**src/rtl/fuq_wb_stage.sv**
```systemverilog
// Writeback stage: buffers FU results in a small FIFO, drains them to the PRF
// under a write grant, and merges the local writeback into the wakeup vector.
module fuq_wb_stage #(
   parameter int INST_ID_BITS = 6,
   parameter int PRN_BITS     = 6,
   parameter int MAX_OPERANDS = 3,
   parameter int FU_COUNT     = 4,
   parameter int FU_INDEX     = 2,
   parameter int WB_DEPTH     = 2
) (
   input  logic                                               clk,
   input  logic                                               rst,
   input  logic                                               flush,
   input  logic                                               fu_out_valid,
   input  logic [INST_ID_BITS-1:0]                            fu_out_inst_id,
   input  logic [MAX_OPERANDS-1:0][63:0]                      fu_out_data,
   input  logic [MAX_OPERANDS-1:0][PRN_BITS-1:0]              fu_out_prn,
   input  logic [MAX_OPERANDS-1:0]                            fu_out_prn_valid,
   output logic                                               fu_stall,
   input  logic                                               wb_grant,
   output logic [MAX_OPERANDS-1:0][63:0]                      prf_write,
   output logic [MAX_OPERANDS-1:0]                            prf_write_enable,
   output logic [MAX_OPERANDS-1:0][PRN_BITS-1:0]              prf_write_prn,
   output logic                                               done_valid,
   output logic [INST_ID_BITS-1:0]                            done_inst_id,
   input  logic [FU_COUNT-2:0][MAX_OPERANDS-1:0]              set_prn_ready,
   input  logic [FU_COUNT-2:0][MAX_OPERANDS-1:0][PRN_BITS-1:0] set_prn,
   output logic [FU_COUNT-1:0][MAX_OPERANDS-1:0]              full_set_prn_ready,
   output logic [FU_COUNT-1:0][MAX_OPERANDS-1:0][PRN_BITS-1:0] full_set_prn,
   output logic [$clog2(WB_DEPTH+1)-1:0]                      occupancy,
   output logic [15:0]                                        stall_cycles
);
   localparam int CW = $clog2(WB_DEPTH+1);
   localparam int PW = (WB_DEPTH > 1) ? $clog2(WB_DEPTH) : 1;

   typedef struct packed {
      logic [INST_ID_BITS-1:0]               inst_id;
      logic [MAX_OPERANDS-1:0][63:0]         data;
      logic [MAX_OPERANDS-1:0][PRN_BITS-1:0] prn;
      logic [MAX_OPERANDS-1:0]               prn_valid;
   } wb_entry_t;

   wb_entry_t     ent_q [WB_DEPTH];
   wb_entry_t     head;
   logic [PW-1:0] rd_ptr, wr_ptr;
   logic [CW-1:0] count;
   logic          push, pop;

   // Depth need not be a power of two, so pointers wrap explicitly.
   function automatic logic [PW-1:0] ptr_inc(input logic [PW-1:0] p);
      return (p == PW'(WB_DEPTH-1)) ? '0 : p + PW'(1);
   endfunction

   assign fu_stall = (count == CW'(WB_DEPTH));
   assign push     = fu_out_valid & ~fu_stall & ~flush;
   assign pop      = (count != '0) & wb_grant & ~flush;
   assign head     = ent_q[rd_ptr];

   always_ff @(posedge clk or posedge rst) begin
      if (rst) begin
         count        <= '0;
         rd_ptr       <= '0;
         wr_ptr       <= '0;
         stall_cycles <= '0;
         for (int i = 0; i < WB_DEPTH; i++) ent_q[i] <= '0;
      end else begin
         if (push) ent_q[wr_ptr] <= {fu_out_inst_id, fu_out_data, fu_out_prn, fu_out_prn_valid};
         if (flush) begin
            count  <= '0;
            rd_ptr <= '0;
            wr_ptr <= '0;
         end else begin
            if (push) wr_ptr <= ptr_inc(wr_ptr);
            if (pop)  rd_ptr <= ptr_inc(rd_ptr);
            if (push && !pop)      count <= count + CW'(1);
            else if (pop && !push) count <= count - CW'(1);
         end
         if (fu_out_valid && fu_stall && stall_cycles != 16'hFFFF)
            stall_cycles <= stall_cycles + 16'd1;
      end
   end

   assign prf_write        = head.data;
   assign prf_write_prn    = head.prn;
   assign prf_write_enable = {MAX_OPERANDS{pop}} & head.prn_valid;
   assign done_valid       = pop;
   assign done_inst_id     = head.inst_id;
   assign occupancy        = count;

   // Local slot is driven by the PRF write itself, so wakeup coincides with the write.
   for (genvar g = 0; g < FU_COUNT; g++) begin : g_wake
      if (g == FU_INDEX) begin : g_local
         assign full_set_prn_ready[g] = prf_write_enable;
         assign full_set_prn[g]       = prf_write_prn;
      end else if (g < FU_INDEX) begin : g_lo
         assign full_set_prn_ready[g] = set_prn_ready[g];
         assign full_set_prn[g]       = set_prn[g];
      end else begin : g_hi
         assign full_set_prn_ready[g] = set_prn_ready[g-1];
         assign full_set_prn[g]       = set_prn[g-1];
      end
   end
endmodule

```
**config.mk**
```make
export PLATFORM = sky130hd
export DESIGN_NAME = fuq_wb_stage
export DESIGN_NICKNAME = d
export VERILOG_FILES = /design/src/rtl/fuq_wb_stage.sv
export SDC_FILE = /design/constraint.sdc
export NUM_CORES = 1
export LEC_CHECK = 0
export BUFFER_PORTS_ARGS = -buffer_cell sky130_fd_sc_hd__clkbuf_2
export CAP_MARGIN = 20
export CORE_AREA = 2 2 239 241
export DETAILED_ROUTE_END_ITERATION = 12
export DIE_AREA = 0 0 241 243
export PLACE_DENSITY = 0.69
export SYNTH_ARGS = -nofsm -noshare
export SYNTH_HDL_FRONTEND = slang
export SYNTH_SLANG_ARGS = --single-unit
```
**constraint.sdc**
```tcl
create_clock -name clk -period 26.2 [get_ports clk]
set_clock_uncertainty 0.1 [all_clocks]
set_input_delay 7.86 -clock clk [delete_from_list [all_inputs] [get_ports clk]]
set_output_delay 7.86 -clock clk [all_outputs]
set_load 0.01 [all_outputs]
```
---- Yosys cells after proc, flatten, opt, wreduce, memory -nomap -nowiden ----
Index checks and enable logic that the tools add are counted.
storage, ports and cells
  latch bits .............................. 0
  RAM bits ................................ 0
  register bits after elaboration ......... 458
  output and inout port bits .............. 323
  memories kept ........................... 0
  bits in read-only memories .............. 0
  word-level logic and storage cells ...... 65
operators by class
  multiplexer cells ....................... 15
  multiply operators ...................... 0
  $lt $le $gt $ge ......................... 3
  eq/ne operators ......................... 2
  reductions and logical operators ........ 11
  shift operators ......................... 0
  bitwise logic cells ..................... 9
  $add $sub $neg .......................... 5
  div/mod/pow operators ................... 0
operators with widths
  operator                                                   count
  two-way mux 219 bit                                        4
  bitwise mux 438 bit                                        1
  demux 219 bit (select 1 bit)                               1
  adder 16 x 1 -> 16 bit (second input constant)             1
  != test 16 bit (second input constant)                     1
  two-way mux 1 bit                                          6
  two-way mux 2 bit                                          3
  nonzero test 2 bit                                         3
  logical AND 1 bit                                          5
  bitwise AND 1 bit                                          4
  greater-or-equal comparator 2 bit (second input constant)  2
  NOT 1 -> 2 bit                                             2
  bitwise AND 3 bit                                          1
  nonzero test 3 bit                                         1
  adder 1 bit (second input constant)                        2
  adder 2 x 1 -> 2 bit (second input constant)               1
  == test 2 bit (second input constant)                      1
  logical NOT 1 bit                                          2
  < comparator 2 x 1 -> 1 bit (second input constant)        1
  NOT 1 bit                                                  2
  subtractor 2 x 1 -> 2 bit (second input constant)          1

---- Depth between registers and ports, before layout ----
Gate-level depths: netlist of the first run.
  word-level depth ........................ 9
  depth in mapped cells ................... 6

---- Worst setup path after synthesis of the first run ----
OpenSTA, ideal clock, no wires.
  kind .................................... input -> output
  from .................................... input port wb_grant
  to ...................................... output port prf_write_enable[0]
  slack ................................... 9.582 ns
  buffers on the path ..................... 1
  data required time ...................... 18.240 ns
  stages .................................. 4
  arrival ................................. 8.658 ns
  cells stage by stage .................... o21ai_0 or2_2 nor2_1 buf_4
RTL lines
  item                RTL line  source
  start: declaration  20        input logic wb_grant,
  end: declaration    22        output logic [MAX_OPERANDS-1:0] prf_write_enable,

==> results of run 1 <==
metal layers:
metal | global-route usage | wire, um | up-vias
met5 | 0 | 0 | -
met2 | 0.275 | 23500 | 381
li1 | - | - | 5528
met4 | 0.0623 | 1670 | 0
met3 | 0.0622 | 4410 | 99
met1 | 0.175 | 17600 | 6297
stage by stage:
stage | hold WS, ps | util | cells
finish | 399 | 0.439 | 2547
global route | 410 | 0.439 | 2546
CTS | 400 | 0.438 | 2541
detailed placement | 387 | 0.409 | 2453
global placement | 381 | 0.409 | 2453
floorplan | 374 | - | 1359
cells by family after synthesis:
group | share of synthesized area
AO/OA/AOI/OAI | 0.00377
AND/OR/NAND/NOR | 0.0144
buffers and inverters | 0.0575
adder cells (fa/ha/maj) | 0.000608
flip-flops | 0.557
XOR/XNOR | 0.00469
multiplexers | 0.362
state kept, by name, indices dropped and copies added (netlist names):
signal / count
ent_q: 438
stall_cycles: 16
occupancy: 2
rd_ptr: 1
wr_ptr: 1
cells in the final DEF (no fill, tap or decap), drive strengths merged, types with 3 or more instances in the layout:
| cell type | count |
|---|---|
| clkinv | 9 |
| dfrtp | 458 |
| mux2i | 3 |
| o21ai | 6 |
| xor2 | 9 |
| nor3 | 5 |
| nor2 | 13 |
| nand2 | 8 |
| nand3 | 9 |
| inv | 6 |
| diode | 5 |
| buf | 13 |
| nand4 | 4 |
| mux2 | 658 |
| clkbuf | 556 |
| nor4 | 3 |
| bufinv | 3 |
final timing paths:
path,from,to,slack (ps),cells past startpoint
min reg2reg,ent_q[53],ent_q[53],400,1
min,ent_q[53],ent_q[53],400,1
max reg2reg,occupancy[1],ent_q[185],22480,6
max,wb_grant,full_set_prn_ready[6],9180,5
max in group asynchronous,rst,ent_q[224],16760,4
min in group asynchronous,rst,ent_q[95],7390,2
layout make-up:
cell class,instances,area [um2],share of cell area
Multi-Input combinational cell,740,7930,0.323
Inverter,4,22.5,0.000918
Sequential cell,458,11500,0.467
Timing Repair Buffer,496,2560,0.104
Clock inverter,15,185,0.00754
Clock buffer,73,1430,0.0582
Tap cell,756,946,0.0385
Antenna cell,5,12.5,0.000510
critical path: cells and delay by family:
family | cells | cell delay, ps
AND/OR/NAND/NOR | 2 | 710
buffers and inverters | 2 | 330
AO/OA/AOI/OAI | 1 | 150
power by group through the flow:
| stage | combinational [mW] | clock [mW] | sequential, mW |
|---|---|---|---|
| CTS | 0.561 | 0.707 | 0.997 |
| detailed placement | 0.559 | 0 | 1.01 |
| global placement | 0.543 | 0 | 0.989 |
| finish | 0.551 | 0.686 | 0.996 |
| floorplan | 0.402 | 0 | 0.977 |
| global route | 0.597 | 0.736 | 1.02 |
==> results.sh, run 1 <==
export IMPL_status="finished clean"
export IMPL_power_internal_mw=1.62
export IMPL_core_region_area_um2=56000
export IMPL_power_density_nw_per_um2=91.0
export IMPL_drt_iter0_markers=410
export IMPL_layout_nets=2037
export IMPL_grt_pass1_wl_um=74000
export IMPL_clk_latency_ps=590
export IMPL_overflow=0
export IMPL_cts_root_buf="clkbuf_16"
export IMPL_synth_edf_count=0
export IMPL_antenna_found_initial=5
export IMPL_ctsHoldBuffers=0
export IMPL_max_freq_ghz=0.0587
export IMPL_die_x_um=241
export IMPL_fillers=5131
export IMPL_path_max_fanout=6
export IMPL_p_leak_nw=11.2
export IMPL_h_tree_depth=2
export IMPL_yosysSeqAreaShare=0.557
export IMPL_grt_setup_unrepaired="no"
export IMPL_dieArea_um2=58600
export IMPL_slew_violations=0
export IMPL_grt_max_degree=179
export IMPL_ys_types=35
export IMPL_cts_buffer_depth=3
export IMPL_seqPwrFrac=0.446
export IMPL_ys_top_cells_by_area="dfrtp_1 (56%), mux2_2 (36%), buf_4 (3.1%)"
export IMPL_crit_slowest_cell="or2_2"
export IMPL_synth_fp_nets=1647
export IMPL_worst_pin_slew_ps=1060
export IMPL_final_area_um2=24500
export IMPL_syn_instance_count=1359
export IMPL_setup_viol=0
export IMPL_area_growth_pct=19.4
export IMPL_yosysTopAreaCell="dfrtp_1"
export IMPL_die_y_um=243
export IMPL_synth_commonest_cells="mux2_2 (658), dfrtp_1 (458), buf_4 (84), buf_2 (24), clkbuf_1 (22)"
export IMPL_start_util=0.368
export IMPL_wl_um=47200
export IMPL_cts_sinks=458
export IMPL_cts_tree="yes"
export IMPL_dr_pass1_iters=4
export IMPL_boundaryPins=610
export IMPL_io_buffer_count=483
export IMPL_crit_path_end_kind="primary output"
export IMPL_post_dp_hpwl_um=32700
export IMPL_cts_setup_buffers=0
export IMPL_clkPwrFrac=0.307
export IMPL_drive_gt1_frac=0.693
export IMPL_ir_drop_uv=63.6
export IMPL_slowest_delay_ps=390
export IMPL_clk_pin_slew_ps=60
export IMPL_critPathRequiredTime_ps=18240
export IMPL_cts_resized=0
export IMPL_cp_arrival_ps=9060
export IMPL_syn_area_um2=20600
export IMPL_worst_setup_path_type="input pin to primary output"
export IMPL_ys_ff_latch=458
export IMPL_finalPower_mw=2.23
export IMPL_critPathMostFrequentCell="clkbuf_2"
export IMPL_p_comb_frac=0.247
export IMPL_synth_most_common_cell="mux2_2"
export IMPL_synthFlopType="dfrtp_1"
export IMPL_ant_nets=0
export IMPL_worstPathCellList="clkbuf_2 > o21ai_0 > or2_2 > nor2_1 > clkbuf_2"
export IMPL_fin_crit_ps=17020
export IMPL_grt_pass1_vias=13609
export IMPL_syn_area_per_cell_um2=15.1
export IMPL_ys_async_sr_fraction=1.00
export IMPL_grtUsageTotal=0.159
export IMPL_finalHoldViolCount=0
export IMPL_yosysWarnings=0
export IMPL_cts_buffers=49
export IMPL_switching_power_uw=614
export IMPL_fin_tns_setup_ps=0
export IMPL_setup_slack_ps=9180
export IMPL_wire_per_inst_um=18.5
export IMPL_relSlewSlack=0.291
export IMPL_startpoint_type="input pin"
export IMPL_netSwitchingFraction=0.275
export IMPL_core_rowCount=87
export IMPL_drv_cap=0
export IMPL_drcViolationCount=0
export IMPL_dpl_cell_area_um2=22900
export IMPL_place_gp_congestion=0.779
export IMPL_routed_via_density=4.83
export IMPL_yosys_area_top_type_share=0.557
export IMPL_vias=12305
export IMPL_hold_path_class="flop to flop"
export IMPL_place_ws_ps=9150
export IMPL_finalCritPeriodShare=0.650
(Power assumes the default switching activity.)
==> run 2: changes to the inputs <==
==> constraint.sdc (replaced) <==
create_clock -name clk -period 16.45 [get_ports clk]
set_clock_uncertainty 0.1 [all_clocks]
set_input_delay 4.935 -clock clk [delete_from_list [all_inputs] [get_ports clk]]
set_output_delay 4.935 -clock clk [all_outputs]
set_load 0.01 [all_outputs]
==> run 2 against run 1 <==
First-iteration DRC count down 6.8%; count of clock-buffer cells in the layout unchanged; via count is 0.21% lower; sequential power is 59% higher; combinational power is 59% higher; register-to-register slack worse by 9700 ps; final area rose by 0.57%; routed wire length decreased by 2.6%; utilization up 0.25 points; power grew 63%; cell count is 0.12% higher; sequential share of layout area is 0.26 points lower.
==> results.sh, run 2 (synthesized netlist as in run 1, its figures left out) <==
export IMPL_routed_via_density=4.82
export IMPL_dp_cells=2455
export IMPL_setup_viol=0
export IMPL_worst_setup_path_type="input pin to primary output"
export IMPL_fin_crit_ps=11040
export IMPL_fin_tns_setup_ps=0
export IMPL_cp_arrival_ps=6010
export IMPL_clk_latency_ps=580
export IMPL_clk_pin_slew_ps=50
export IMPL_crit_path_end_kind="primary output"
export IMPL_final_cells=2550
export IMPL_cts_tree="yes"
export IMPL_cts_root_buf="clkbuf_16"
export IMPL_hold_path_class="flop to flop"
export IMPL_cts_buffers=50
export IMPL_core_rowCount=87
export IMPL_dr_pass1_iters=4
export IMPL_wire_per_inst_um=18.0
export IMPL_h_tree_depth=2
export IMPL_relSlewSlack=0.302
export IMPL_critPathRequiredTime_ps=11410
export IMPL_drt_iter0_markers=382
export IMPL_vias=12279
export IMPL_ff2ff_path_depth=6
export IMPL_final_common_cell="mux2_2"
export IMPL_wl_um=46000
export IMPL_drv_cap=0
export IMPL_grt_max_degree=148
export IMPL_dieArea_um2=58600
export IMPL_antenna_found_initial=2
export IMPL_layout_nets=2040
export IMPL_io_buffer_count=483
export IMPL_cts_sinks=458
export IMPL_place_gp_congestion=0.775
export IMPL_grt_setup_unrepaired="no"
export IMPL_largest_reg_flops=438
export IMPL_cts_resized=0
export IMPL_grt_pass1_wl_um=72300
export IMPL_largest_register="ent_q"
export IMPL_ctsHoldBuffers=0
export IMPL_layout_cells_most_common_list="mux2_2 (658), clkbuf_2 (483), dfrtp_1 (457)"
export IMPL_core_region_area_um2=56000
export IMPL_path_max_fanout=6
export IMPL_status="finished clean"
export IMPL_r2r_slack_ps=12810
export IMPL_holdPathStages=1
export IMPL_die_y_um=243
export IMPL_cts_buffer_depth=3
export IMPL_p_leak_nw=11.2
export IMPL_die_x_um=241
export IMPL_r2r_end="ent_q[111]"
export IMPL_power_density_nw_per_um2=147
export IMPL_start_util=0.368
export IMPL_ir_drop_uv=86.8
export IMPL_grt_pass1_vias=13311
export IMPL_cts_setup_buffers=0
export IMPL_hold_end="ent_q[197]"
export IMPL_slew_violations=0
export IMPL_ant_nets=0
export IMPL_startpoint="wb_grant"
export IMPL_overflow=0
export IMPL_max_freq_ghz=0.0906
export IMPL_holdCritStartpoint="ent_q[197]"
export IMPL_finalCritPeriodShare=0.671
export IMPL_drcViolationCount=0
export IMPL_finalHoldViolCount=0
export IMPL_drive_gt1_frac=0.696
export IMPL_post_dp_hpwl_um=31900
export IMPL_grtUsageTotal=0.155
export IMPL_area_growth_pct=20.0
export IMPL_boundaryPins=610
export IMPL_startpoint_type="input pin"
export IMPL_worst_pin_slew_ps=1050
export IMPL_r2r_start="occupancy[1]"
[run 2: changes by cell type in the layout (fill, tap and decap cells not counted), moves of 2 or more]
cell | previous run | this run
clkinvlp_4 | 1 | 5
buf_4 | 10 | 13
clkbuf_8 | 9 | 12
diode_2 | 5 | 2
clkinv_2 | 8 | 6
clkbuf_1 | 14 | 10
inv_6 | 2 | 0
clkinv_8 | 0 | 2
bufinv_16 | 3 | 6
[run 2: layout make-up]
| cell class | instances | area, um2 |
|---|---|---|
| inverter | 4 | 18.8 |
| fill | 5100 | 31300 |
| tap | 756 | 946 |
| clock inverter | 19 | 282 |
| clock buffer | 73 | 1480 |
| antenna | 2 | 5.00 |
| multi-input combinational | 740 | 7930 |
| sequential | 458 | 11500 |
| timing repair buffer | 498 | 2560 |
[run 2: report_power, final]
group          internal [mW]  switching, mW  leakage, nW
sequential              1.44          0.148         5.47
combinational          0.493          0.382         4.92
clock                  0.718          0.455        0.853
total                   2.65          0.985         11.2
[run 2: how the worst max path moves through the flow]
stage | to
floorplan | ent_q[0]
global placement | prf_write_enable[0]
detailed placement | prf_write_enable[0]
CTS | prf_write_enable[0]
global route | prf_write_enable[0]
finish | prf_write_enable[0]
[run 2: critical path, cell delays in order]
cell,delay [ps]
clkbuf_2,130
o21ai_0,140
or2_2,370
nor2_1,250
clkbuf_2,180
[run 2: per-layer routing]
metal	GRT usage	vias to the layer above	part of all wire
met4	0.0595	0	0.031
met5	0	-	0
met1	0.169	6297	0.37
met3	0.0557	90	0.084
met2	0.271	361	0.51
li1	-	5531	-
[run 2: through the flow]
stage / total power [mW] / setup WS (ps) / util / hold WS [ps] / area [um2]
3_3_place_gp: 2.44 / 5460 / 0.409 / 380 / 22900
6_report: 3.63 / 5410 / 0.441 / 398 / 24700
3_5_place_dp: 2.49 / 5420 / 0.409 / 387 / 22900
2_1_floorplan: 2.20 / 5220 / - / 374 / 20600
4_1_cts: 3.69 / 5420 / 0.441 / 401 / 24700
5_1_grt: 3.83 / 5360 / 0.441 / 411 / 24700
==> run 3: changes to the inputs <==
==> constraint.sdc (replaced) <==
create_clock -name clk -period 11.55 [get_ports clk]
set_clock_uncertainty 0.1 [all_clocks]
set_input_delay 3.465 -clock clk [delete_from_list [all_inputs] [get_ports clk]]
set_output_delay 3.465 -clock clk [all_outputs]
set_load 0.01 [all_outputs]
==> run 3 against run 2 <==
Clock power up 38%; register-to-register slack worse by 4700 ps; power up 41%; utilization shrank 0.19 points; non-clock buffer count decreased by 5; setup slack lost 1900 ps; first-iteration DRC count rose by 21%; global-route usage about the same; final area is 0.44% lower; cell count decreased by 0.51%; combinational power increased by 43%; via count decreased by 0.29%; largest cell class unchanged.
==> results.sh, run 3 (synthesized netlist as in run 1, its figures left out) <==
export IMPL_status="finished clean"
export IMPL_power_internal_mw=3.73
export IMPL_antenna_found_initial=0
export IMPL_start_util=0.368
export IMPL_worst_pin_slew_ps=1140
export IMPL_cts_root_buf="clkbuf_16"
export IMPL_grt_pass1_wl_um=72500
export IMPL_post_dp_hpwl_um=31400
export IMPL_max_freq_ghz=0.124
export IMPL_io_buffer_count=483
export IMPL_cp_arrival_ps=4500
export IMPL_setup_viol=0
export IMPL_cts_buffer_depth=3
export IMPL_fillers=5147
export IMPL_critPathMostFrequentCell="clkbuf_2"
export IMPL_core_rowCount=87
export IMPL_p_comb_frac=0.244
export IMPL_worstPathCellList="clkbuf_2 > o21ai_0 > or2_2 > nor2_1 > clkbuf_2"
export IMPL_clk_pin_slew_ps=60
export IMPL_p_leak_nw=11.2
export IMPL_area_growth_pct=19.5
export IMPL_dr_pass1_iters=5
export IMPL_slew_violations=0
export IMPL_gr_usage_met1=0.169
export IMPL_dieArea_um2=58600
export IMPL_die_x_um=241
export IMPL_crit_slowest_cell="or2_2"
export IMPL_drcViolationCount=0
export IMPL_cts_setup_buffers=0
export IMPL_switching_power_mw=1.38
export IMPL_gr_usage_met2=0.274
export IMPL_grt_max_degree=177
export IMPL_ir_drop_uv=134
export IMPL_cts_tree="yes"
export IMPL_final_area_um2=24600
export IMPL_startpoint_type="input pin"
export IMPL_core_region_area_um2=56000
export IMPL_dp_cells=2450
export IMPL_fin_crit_ps=8070
export IMPL_clk_latency_ps=570
export IMPL_clkPwrFrac=0.315
export IMPL_hold_path_class="flop to flop"
export IMPL_wire_per_inst_um=18.0
export IMPL_path_max_fanout=6
export IMPL_overflow=0
export IMPL_boundaryPins=610
export IMPL_cts_sinks=458
export IMPL_die_y_um=243
export IMPL_grt_setup_unrepaired="no"
export IMPL_finalCritPeriodShare=0.699
export IMPL_final_common_cell="mux2_2"
export IMPL_largest_register="ent_q"
export IMPL_r2r_slack_ps=8130
export IMPL_holdWs_ps=398
export IMPL_grt_pass1_vias=13602
export IMPL_largest_reg_flops=438
export IMPL_use_met3=0.0530
export IMPL_cts_resized=0
export IMPL_layout_nets=2033
export IMPL_critPathRequiredTime_ps=7990
export IMPL_routed_via_density=4.83
export IMPL_relSlewSlack=0.241
export IMPL_drv_cap=0
export IMPL_final_cells=2537
export IMPL_seqPwrFrac=0.441
export IMPL_fin_tns_setup_ps=0
export IMPL_h_tree_depth=2
export IMPL_crit_path_end_kind="primary output"
export IMPL_slowest_delay_ps=360
export IMPL_drive_gt1_frac=0.693
export IMPL_dpl_cell_area_um2=22900
export IMPL_power_density_nw_per_um2=208
export IMPL_finalHoldViolCount=0
export IMPL_vias=12243
export IMPL_grtUsageTotal=0.154
export IMPL_finalPower_mw=5.11
export IMPL_ctsHoldBuffers=0
export IMPL_busiest_layer="met2"
export IMPL_place_gp_congestion=0.789
export IMPL_ant_nets=0
export IMPL_layout_cells_most_common_list="mux2_2 (658), clkbuf_2 (483), dfrtp_1 (457)"
export IMPL_wl_um=45700
export IMPL_netSwitchingFraction=0.270
export IMPL_drt_iter0_markers=463
export IMPL_cts_buffers=48
export IMPL_worst_setup_path_type="input pin to primary output"
[run 3: cell types whose count changed in the layout (fill, tap and decap cells not counted), moves of 2 or more]
cell	before	now
buf_4	13	4
inv_6	0	2
bufinv_16	6	8
clkinvlp_4	5	3
clkbuf_16	51	48
buf_12	1	6
clkbuf_8	12	6
[run 3: stage by stage]
stage	worst slack (ps)	utilization
after floorplan	1790	-
after global placement	3500	0.409
after detailed placement	3490	0.409
after CTS	3490	0.439
after global routing	3420	0.439
final	3480	0.439
[run 3: power groups by stage]
stage               registers (mW)  logic, mW  clock network, mW
floorplan                     2.22      0.911                  0
global placement              2.25       1.23                  0
detailed placement            2.29       1.26                  0
CTS                           2.26       1.27               1.66
global route                  2.32       1.35               1.73
finish                        2.26       1.25               1.61
[run 3: area by class of cell]
cell class                      count  area (um2)  area share
Inverter                            4        18.8    0.000764
Timing Repair Buffer              493        2570       0.104
Clock inverter                     20         324      0.0132
Clock buffer                       65        1330      0.0539
Multi-Input combinational cell    740        7930       0.323
Sequential cell                   458       11500       0.467
Antenna cell                        1        2.50    0.000102
Tap cell                          756         946      0.0385
[run 3: layer usage]
metal  wire length, um  vias up
met5                 0        -
met1             17100     6250
met2             23400      372
met4              1440        0
met3              3760       91
li1                  -     5530
[run 3: worst max-delay path, delay by kind of cell]
family	cells	cell delay (ps)
buf+inv	2	310
simple gates	2	600
compound gates	1	130
[run 3: worst paths after layout]
check,start,endpoint,depth (start not counted)
max,wb_grant,prf_write_enable[0],5
min,ent_q[16],ent_q[16],1
max reg2reg,occupancy[1],ent_q[231],6
min reg2reg,ent_q[16],ent_q[16],1
max in group asynchronous,rst,rd_ptr,4
min in group asynchronous,rst,ent_q[98],2
